<file path="config.mk">
export PLATFORM = sky130hd
export DESIGN_NAME = ecc_mem_scrub_ctrl_flat
export DESIGN_NICKNAME = d
export VERILOG_FILES = /design/src/rtl/ecc_mem_scrub_ctrl_if.sv /design/src/rtl/ecc_mem_scrub_ctrl.sv /design/src/flat_wrapper.sv
export SDC_FILE = /design/constraint.sdc
export NUM_CORES = 1
export LEC_CHECK = 0
export ABC_AREA = 1
export BUFFER_PORTS_ARGS = -buffer_cell sky130_fd_sc_hd__buf_2
export CAP_MARGIN = 20
export CORE_AREA = 3 3 128 130
export DETAILED_ROUTE_END_ITERATION = 8
export DIE_AREA = 0 0 131 133
export GPL_TIMING_DRIVEN = 0
export PLACE_DENSITY = 0.78
export SLEW_MARGIN = 30
export SYNTH_ARGS = -nofsm -noshare
export SYNTH_HDL_FRONTEND = slang
export SYNTH_SLANG_ARGS = --single-unit
</file>
<file path="constraint.sdc">
create_clock -name clk -period 2.25 [get_ports clk]
set_clock_uncertainty 0.15 [all_clocks]
set_input_delay 0.1125 -clock clk [delete_from_list [all_inputs] [get_ports clk]]
set_output_delay 0.1125 -clock clk [all_outputs]
set_load 0.01 [all_outputs]
</file>
<file path="src/rtl/ecc_mem_scrub_ctrl_if.sv">
// Host-side request/response bundle for the ECC memory scrub controller.
// The master (host) issues read/write requests; the slave (controller)
// accepts them and returns one-cycle read response strobes.
interface ecc_mem_scrub_ctrl_if #(
  parameter int DATA_W = 32,
  parameter int ADDR_W = 8
);
  logic              req_valid;
  logic              req_ready;
  logic              req_we;
  logic [ADDR_W-1:0] req_addr;
  logic [DATA_W-1:0] req_wdata;
  logic              rsp_valid;
  logic [DATA_W-1:0] rsp_rdata;
  logic              rsp_corrected;

  modport master (
    output req_valid, req_we, req_addr, req_wdata,
    input  req_ready, rsp_valid, rsp_rdata, rsp_corrected
  );

  modport slave (
    input  req_valid, req_we, req_addr, req_wdata,
    output req_ready, rsp_valid, rsp_rdata, rsp_corrected
  );
endinterface

</file>
<file path="src/rtl/ecc_mem_scrub_ctrl.sv">
// ECC memory scrub controller.
// Time-shares one external Hamming SEC codec and one synchronous-read
// codeword RAM port between host requests and a background scrubber.
// Any corrected single-bit error is written back clean and counted.
module ecc_mem_scrub_ctrl #(
  parameter int DATA_W         = 32,
  parameter int CODE_W         = 38,
  parameter int ADDR_W         = 8,
  parameter int SCRUB_INTERVAL = 1024
) (
  input  logic                clk,
  input  logic                rst_n,
  ecc_mem_scrub_ctrl_if.slave host,
  input  logic                i_scrub_en,
  output logic [ADDR_W-1:0]   o_scrub_addr,
  output logic [15:0]         o_corr_count,
  output logic [DATA_W-1:0]   o_enc_data,
  input  logic [CODE_W-1:0]   i_enc_code,
  output logic [CODE_W-1:0]   o_dec_code,
  input  logic [DATA_W-1:0]   i_dec_data,
  input  logic                i_dec_err,
  output logic                o_mem_re,
  output logic                o_mem_we,
  output logic [ADDR_W-1:0]   o_mem_addr,
  output logic [CODE_W-1:0]   o_mem_wdata,
  input  logic [CODE_W-1:0]   i_mem_rdata
);

  localparam int CNT_W = (SCRUB_INTERVAL > 2) ? $clog2(SCRUB_INTERVAL) : 1;
  localparam logic [CNT_W-1:0] CNT_MAX = CNT_W'(SCRUB_INTERVAL - 1);

  typedef enum logic [2:0] {
    S_IDLE,
    S_WR,
    S_RD,
    S_CHK,
    S_WB
  } state_t;

  state_t            r_state;
  logic              r_tag_scrub;     // 1: current read belongs to the scrubber
  logic [ADDR_W-1:0] r_addr;
  logic [DATA_W-1:0] r_enc_data;      // write data for WR, corrected data for WB
  logic              r_mem_re;
  logic              r_mem_we;
  logic              r_rsp_valid;
  logic [DATA_W-1:0] r_rsp_rdata;
  logic              r_rsp_corrected;
  logic [ADDR_W-1:0] r_scrub_addr;
  logic [15:0]       r_corr_count;
  logic [CNT_W-1:0]  r_scrub_cnt;
  logic              r_scrub_pending;
  logic              w_scrub_start;

  // A scrub only starts from IDLE when no host request competes for the slot.
  assign w_scrub_start = (r_state == S_IDLE) && !host.req_valid && r_scrub_pending;

  // Ready is gated by reset so the host never sees an accept while held in reset.
  assign host.req_ready     = rst_n && (r_state == S_IDLE);
  assign host.rsp_valid     = r_rsp_valid;
  assign host.rsp_rdata     = r_rsp_rdata;
  assign host.rsp_corrected = r_rsp_corrected;

  assign o_scrub_addr = r_scrub_addr;
  assign o_corr_count = r_corr_count;
  assign o_enc_data   = r_enc_data;
  assign o_mem_re     = r_mem_re;
  assign o_mem_we     = r_mem_we;
  assign o_mem_addr   = r_addr;
  // The encoder is combinational, so the codeword follows enc_data in the same cycle.
  assign o_mem_wdata  = r_mem_we ? i_enc_code : '0;
  // The RAM returns the codeword in CHK; the decoder only sees it then.
  assign o_dec_code   = (r_state == S_CHK) ? i_mem_rdata : '0;

  // Scrub interval timer: counts enabled cycles while nothing is pending, then raises one pending request.
  always_ff @(posedge clk) begin
    if (!rst_n) begin
      r_scrub_cnt     <= '0;
      r_scrub_pending <= 1'b0;
    end else if (w_scrub_start) begin
      r_scrub_pending <= 1'b0;
    end else if (i_scrub_en && !r_scrub_pending) begin
      if (r_scrub_cnt == CNT_MAX) begin
        r_scrub_cnt     <= '0;
        r_scrub_pending <= 1'b1;
      end else begin
        r_scrub_cnt <= r_scrub_cnt + CNT_W'(1);
      end
    end
  end

  // Main sequencer: arbitrates host vs scrub, drives RAM strobes one cycle ahead as registered outputs.
  always_ff @(posedge clk) begin
    if (!rst_n) begin
      r_state         <= S_IDLE;
      r_tag_scrub     <= 1'b0;
      r_addr          <= '0;
      r_enc_data      <= '0;
      r_mem_re        <= 1'b0;
      r_mem_we        <= 1'b0;
      r_rsp_valid     <= 1'b0;
      r_rsp_rdata     <= '0;
      r_rsp_corrected <= 1'b0;
      r_scrub_addr    <= '0;
      r_corr_count    <= '0;
    end else begin
      r_mem_re    <= 1'b0;
      r_mem_we    <= 1'b0;
      r_enc_data  <= '0;
      r_rsp_valid <= 1'b0;
      case (r_state)
        S_IDLE: begin
          if (host.req_valid) begin
            r_addr      <= host.req_addr;
            r_tag_scrub <= 1'b0;
            if (host.req_we) begin
              r_state    <= S_WR;
              r_mem_we   <= 1'b1;
              r_enc_data <= host.req_wdata;
            end else begin
              r_state  <= S_RD;
              r_mem_re <= 1'b1;
            end
          end else if (r_scrub_pending) begin
            r_addr      <= r_scrub_addr;
            r_tag_scrub <= 1'b1;
            r_state     <= S_RD;
            r_mem_re    <= 1'b1;
          end
        end
        S_WR: begin
          r_state <= S_IDLE;
        end
        S_RD: begin
          r_state <= S_CHK;
        end
        S_CHK: begin
          if (r_tag_scrub) begin
            r_scrub_addr <= r_scrub_addr + ADDR_W'(1);
          end else begin
            r_rsp_valid     <= 1'b1;
            r_rsp_rdata     <= i_dec_data;
            r_rsp_corrected <= i_dec_err;
          end
          if (i_dec_err) begin
            if (r_corr_count != 16'hFFFF) begin
              r_corr_count <= r_corr_count + 16'd1;
            end
            r_state    <= S_WB;
            r_mem_we   <= 1'b1;
            r_enc_data <= i_dec_data;
          end else begin
            r_state <= S_IDLE;
          end
        end
        S_WB: begin
          r_state <= S_IDLE;
        end
        default: begin
          r_state <= S_IDLE;
        end
      endcase
    end
  end

endmodule

</file>
<file path="src/flat_wrapper.sv">
// flat-port wrapper written by rule: the top's interface ports become plain ports
module ecc_mem_scrub_ctrl_flat 
#(
  parameter int DATA_W         = 32,
  parameter int CODE_W         = 38,
  parameter int ADDR_W         = 8,
  parameter int SCRUB_INTERVAL = 1024
)
  (clk, rst_n, i_scrub_en, o_scrub_addr, o_corr_count, o_enc_data, i_enc_code, o_dec_code, i_dec_data, i_dec_err, o_mem_re, o_mem_we, o_mem_addr, o_mem_wdata, i_mem_rdata, host_req_valid, host_req_we, host_req_addr, host_req_wdata, host_req_ready, host_rsp_valid, host_rsp_rdata, host_rsp_corrected);
  ecc_mem_scrub_ctrl_if #(.DATA_W(DATA_W), .ADDR_W(ADDR_W)) host_i ();
  input  logic clk;
  input  logic rst_n;
  input  logic i_scrub_en;
  output logic [ADDR_W-1:0] o_scrub_addr;
  output logic [15:0] o_corr_count;
  output logic [DATA_W-1:0] o_enc_data;
  input  logic [CODE_W-1:0] i_enc_code;
  output logic [CODE_W-1:0] o_dec_code;
  input  logic [DATA_W-1:0] i_dec_data;
  input  logic i_dec_err;
  output logic o_mem_re;
  output logic o_mem_we;
  output logic [ADDR_W-1:0] o_mem_addr;
  output logic [CODE_W-1:0] o_mem_wdata;
  input  logic [CODE_W-1:0] i_mem_rdata;
  input wire logic [$bits(host_i.req_valid)-1:0] host_req_valid;
  input wire logic [$bits(host_i.req_we)-1:0] host_req_we;
  input wire logic [$bits(host_i.req_addr)-1:0] host_req_addr;
  input wire logic [$bits(host_i.req_wdata)-1:0] host_req_wdata;
  output wire logic [$bits(host_i.req_ready)-1:0] host_req_ready;
  output wire logic [$bits(host_i.rsp_valid)-1:0] host_rsp_valid;
  output wire logic [$bits(host_i.rsp_rdata)-1:0] host_rsp_rdata;
  output wire logic [$bits(host_i.rsp_corrected)-1:0] host_rsp_corrected;
  assign host_i.req_valid = host_req_valid;
  assign host_i.req_we = host_req_we;
  assign host_i.req_addr = host_req_addr;
  assign host_i.req_wdata = host_req_wdata;
  assign host_req_ready = host_i.req_ready;
  assign host_rsp_valid = host_i.rsp_valid;
  assign host_rsp_rdata = host_i.rsp_rdata;
  assign host_rsp_corrected = host_i.rsp_corrected;
  ecc_mem_scrub_ctrl #(.DATA_W(DATA_W), .CODE_W(CODE_W), .ADDR_W(ADDR_W), .SCRUB_INTERVAL(SCRUB_INTERVAL)) u_core (.clk(clk), .rst_n(rst_n), .host(host_i), .i_scrub_en(i_scrub_en), .o_scrub_addr(o_scrub_addr), .o_corr_count(o_corr_count), .o_enc_data(o_enc_data), .i_enc_code(i_enc_code), .o_dec_code(o_dec_code), .i_dec_data(i_dec_data), .i_dec_err(i_dec_err), .o_mem_re(o_mem_re), .o_mem_we(o_mem_we), .o_mem_addr(o_mem_addr), .o_mem_wdata(o_mem_wdata), .i_mem_rdata(i_mem_rdata));
endmodule
</file>
### Word level (Yosys, flattened, before mapping)

Index checks and enable logic that the tools add are counted.

* input port bits: 154
* flip-flop bits (word level): 115
* output and inout port bits: 177
* logic and storage cells: 65

* equality and inequality tests: 5
* bitwise operators: 3
* reductions and logical operators: 17
* multiplexer cells: 24
* $add $sub $neg: 3

Operator list (number)
* 2-to-1 mux 32 bit: 3
* 2-to-1 mux 38 bit: 2
* case mux 32 bit (2 select lines): 1
* adder 16 x 1 -> 16 bit, second input constant: 1
* 2-to-1 mux 8 bit: 2
* != test 16 bit, second input constant: 1
* AND reduction 2 bit: 7
* adder 10 x 1 -> 10 bit, second input constant: 1
* equality test 10 bit, second input constant: 1
* 2-to-1 mux 10 bit: 1
* 2-to-1 mux 1 bit: 9
* 2-to-1 mux 3 bit: 3
* case mux 3 bit (3 select lines): 1
* adder 8 x 1 -> 8 bit, second input constant: 1
* equality test 3 x 2 -> 1 bit, second input constant: 2
* logical AND 1 bit: 4
* zero test 3 bit: 1
* != test 3 x 2 -> 1 bit, second input constant: 1
* inverter 1 bit: 3
* AND reduction 3 bit: 1
* zero test 1 bit: 2
* 2-to-1 mux 2 bit: 1
* case mux 1 bit (2 select lines): 1
* nonzero test 2 bit: 1
* OR reduction 2 bit: 1

### Depth between registers and ports, before layout

* depth in word-level cells: 5
* gate-level depth with buffers: 10
* gate-level depth less buffers: 10

### Least setup slack after synthesis

OpenSTA, ideal clock, no wires.

* kind: register -> register
* start point: reg u_core.r_corr_count[0], in the netlist u_core.o_corr_count[0]
* end point: reg u_core.r_corr_count[13], in the netlist u_core.o_corr_count[13]
* arrival: 1528 ps
* data required time: 2032 ps
* library setup time: 68 ps
* setup slack: 504 ps
* buffers on the path: 1
* cell stages (with the launch flop): 11
* period minus slack after synthesis: 1746 ps
* cell sequence: dfxtp_1 -> ha_1 -> nand2_1 -> nor2_2 -> nand2_2 -> nor2_4 -> nand2_4 -> nand2_4 -> buf_6 -> nand2_1 -> a21oi_2

* word-level cells in the longest chain between the ends: 2
* elaborated cells between the ends (all ways): 3
* classes of those cells: add/sub: 1; eq/ne: 1; reduce/logical: 1

Ends and longest elaborated chain
* start, declared: RTL line ecc_mem_scrub_ctrl.sv:50 `logic [15:0] r_corr_count;`
* start signal, assigned: RTL line ecc_mem_scrub_ctrl.sv:147 `r_corr_count <= r_corr_count + 16'd1;`
* parallel branches: the longest is 2 deep, another holds adder 16 x 1 -> 16 bit

Several ways; the timed one is not identified.
A chain may end at the register's enable or synchronous reset.

### Worst setup path in the final report

* start point: reg u_core.r_state[2]
* end point: reg u_core.r_addr[5], in the netlist u_core.o_mem_addr[5]

* word-level cells in the longest chain between the ends: 2

Ends and longest elaborated chain
* start, declared: RTL line ecc_mem_scrub_ctrl.sv:40 `state_t r_state;`
* start signal, assigned: RTL line ecc_mem_scrub_ctrl.sv:95 `r_state <= S_IDLE;`
* start signal, assigned: RTL line ecc_mem_scrub_ctrl.sv:117 `r_state <= S_WR;`
* start signal, assigned: RTL line ecc_mem_scrub_ctrl.sv:121 `r_state <= S_RD;`
* zero test 3 bit: RTL line ecc_mem_scrub_ctrl.sv:111 `case (r_state)`
* AND reduction 2 bit (no line)
* end signal, assigned: RTL line ecc_mem_scrub_ctrl.sv:114 `r_addr <= host.req_addr;`
* end signal, assigned: RTL line ecc_mem_scrub_ctrl.sv:125 `r_addr <= r_scrub_addr;`
* end, declared: RTL line ecc_mem_scrub_ctrl.sv:42 `logic [ADDR_W-1:0] r_addr;`

Every way passes these cells.

==> results.cfg <==
[power_and_ir_drop]
power_density_mw_per_mm2 = 631
power_leakage_uw = 0.00469
ir_worst_vdd_mv = 0.516

[floorplanning]
initial_utilization_pct = 34.2
ioPinCount = 331
floorplan.die.width_um = 131
rows = 45
die_height_um = 133
design.core.area_mm2 = 0.0153
dieArea_mm2 = 0.0174

[sta]
hold_viol_final = 0
fin_crit_ps = 2090
drv_slew = 0
setup_violations = 0
post-route-period-util_pct = 93.1
setup_tns_ps = 0
fmax_mhz = 477
final.setup.worst_slack_ps = 155
max_slew.worst_pin.slew_ps = 700
headroom_to_the_max_slew_limit_pct = 53.3
rsz0062_at_grt = no

[detailed_routing]
routed_via_density = 4.72
ant_nets = 0
vias_after_detailed_routing = 6732
wire_per_inst_um = 15.2
detail_route.first_pass.iterations = 5
wirelength_um = 21700
drt_first_iter_violations = 444
drcViolationCount = 0

[global_route]
grt_first_pass_wirelength_um = 32200
grt_use_total_pct = 23.6
vias_in_the_first_global_route = 6547
grt_overflow_total = 0
grt_antenna_before_repair = 2
grt_start_max_net_pins = 17

[final_layout]
area_growth_syn_to_layout_pct = 63.8
final_util_pct = 56.0
fraction_of_final_layout_cells_with_drive_strength_greater_than_1_pct = 31.9
post_route_standard_cell_area_excluding_fillers_mm2 = 0.00855
final_net_count = 1358
leading_cell_type_in_the_layout_fill_and_taps_excluded = buf_2
finalNonFillerCells = 1426
final_cell_mix = 337 x buf_2, 185 x nor2_1, 133 x nand2_1, 115 x dfxtp_1, 113 x inv_1
num-fill-cells = 1368

[logic_synthesis]
synth.ff_latch_count = 115
yosysWarnings = 0
synth.lib_cells_used.distinct = 33
syn_nets = 925
synth_cells = 768
syn_area_per_cell_um2 = 6.80
synth_area_mm2 = 0.00522
yosysSeqAreaShare_pct = 44.1

[run_status]
run_status = complete, no violations

[clock_network]
cts_tree = built
postCtsSetupBuffers = 0
cts_max_level = 4
cts.root.buffer_cell = clkbuf_16
clkLatencyLatePin_ps = 420
cts_max_path_buffers = 2
cts.clk_slew.worst_paths_ps = 60
cts_buffers = 17
clock_tree_sinks = 115

[flow_run]
maxCapViolCount = 0

[min_path]
hold_path.class = in2reg

[critical_path]
cp_data_arrival_time_ps = 2310
worstSetupEndpointType = flop
worstPathRequired_ps = 2460
crit_fanout = 10
regToRegEndpoint = u_core.o_mem_addr[5]
crit_path_end = u_core.o_mem_addr[5]
reg2reg_setup_slack_ps = 160
startpoint_type = flop
timing.rr.start = u_core.r_state[2]
worst_setup_path_startpoint = u_core.r_state[2]
reg2reg_depth = 7
crit_type = reg2reg

[placement]
gp_routability_congestion = 0.862
dpl.hpwl_um = 15000
placed_cells = 1308
io_buffer_count = 329
placement.cell_area_mm2 = 0.00713
place_worst_setup_slack_ps = 65.2
sequential cells by signal, indices dropped and copies added (netlist names), 3 cells and up:
register	count
u_core.host.rsp_rdata	32
u_core.o_corr_count	16
u_core.o_enc_data	32
u_core.o_mem_addr	8
u_core.o_scrub_addr	8
u_core.r_scrub_cnt	10
u_core.r_state	3
metrics by stage:
step,hold slack (ps),total power [uW]
after floorplan,97.4,2410
after global placement,192,2720
after detailed placement,206,2720
after CTS,180,5390
after global routing,225,5570
final,202,5390
worst max-delay path, stage by stage, from the launching register on:
cell and delay [ps]:
dfxtp_1 320, nor2_1 180, o211ai_1 200, inv_2 150, buf_2 220, o21ai_0 100
a31oi_1 170, dlygate4sd3_1 560
cell usage after synthesis (all sizes together):
cell / count / area share [%]
a21oi: 27 / 2.8
dfxtp: 115 / 44
inv: 115 / 8.3
nand3b: 2 / 0.29
nand2: 136 / 10
a21boi: 1 / 0.14
nand3: 23 / 2.3
nor3: 7 / 0.89
xor2: 3 / 0.50
nor3b: 1 / 0.14
nor2: 191 / 14
nand4: 6 / 0.72
a211oi: 1 / 0.14
o211ai: 1 / 0.14
o21ai: 54 / 5.2
clkbuf: 20 / 1.5
o21a: 3 / 0.43
xnor2: 2 / 0.34
a22oi: 32 / 4.6
ha: 3 / 0.72
a31oi: 9 / 1.1
buf: 16 / 1.5
routing by layer:
layer	track usage, %	wire length (um)	vias to the layer above
met5	0	0	-
met4	10.9	762	0
met3	7.55	2000	65
met2	39.2	10500	373
met1	27.1	8410	3023
li1	-	-	3271
final cells by class:
class	instances	area (um2)	area share, %
multi-input combinational	502	2340	27.3
tap	211	264	3.09
buffer	36	158	1.84
sequential	115	2300	26.9
timing repair buffer	414	2500	29.2
clock inverter	9	81.3	0.951
inverter	115	432	5.05
clock buffer	22	474	5.55
antenna	2	5.00	0.0585
timing repair:
action	in CTS	in global routing
cloned	0	0
resized for setup	1	6
setup endpoints to repair	14	47
endpoints found under the hold margin	79	0
hold buffers	85	0
power breakdown:
part	total (uW)	internal, uW	switching [uW]	leakage, uW
registers	2130	2100	31.2	0.000932
clock network	2560	1590	975	0.000268
logic	696	332	363	0.00349
total	5390	4020	1370	0.00469
how the worst min path moves through the flow:
stage / startpoint / to / slack (ps) / depth (start not counted)
floorplan: i_dec_data[22] / u_core.host.rsp_rdata[22] / 100 / 2
global placement: host_req_wdata[3] / u_core.o_enc_data[3] / 190 / 3
detailed placement: host_req_wdata[19] / u_core.o_enc_data[19] / 210 / 3
CTS: rst_n / u_core.r_scrub_cnt[9] / 180 / 3
global route: rst_n / u_core.r_scrub_cnt[9] / 220 / 3
finish: rst_n / u_core.r_scrub_cnt[9] / 200 / 3
cells by family (layout without fill, tap and decap cells):
logic type	count (synthesis)	in the layout	synth area share (%)
AOI/OAI and AO/OA	128	128	14.5
adders and majority gates	3	3	0.719
DFF	115	115	44.1
xor gates and xnor gates	5	5	0.839
and+or+nand+nor	366	366	28.6
other	0	2	0
buffers and inverters	151	596	11.2
Power figures use the tool's default switching activity.
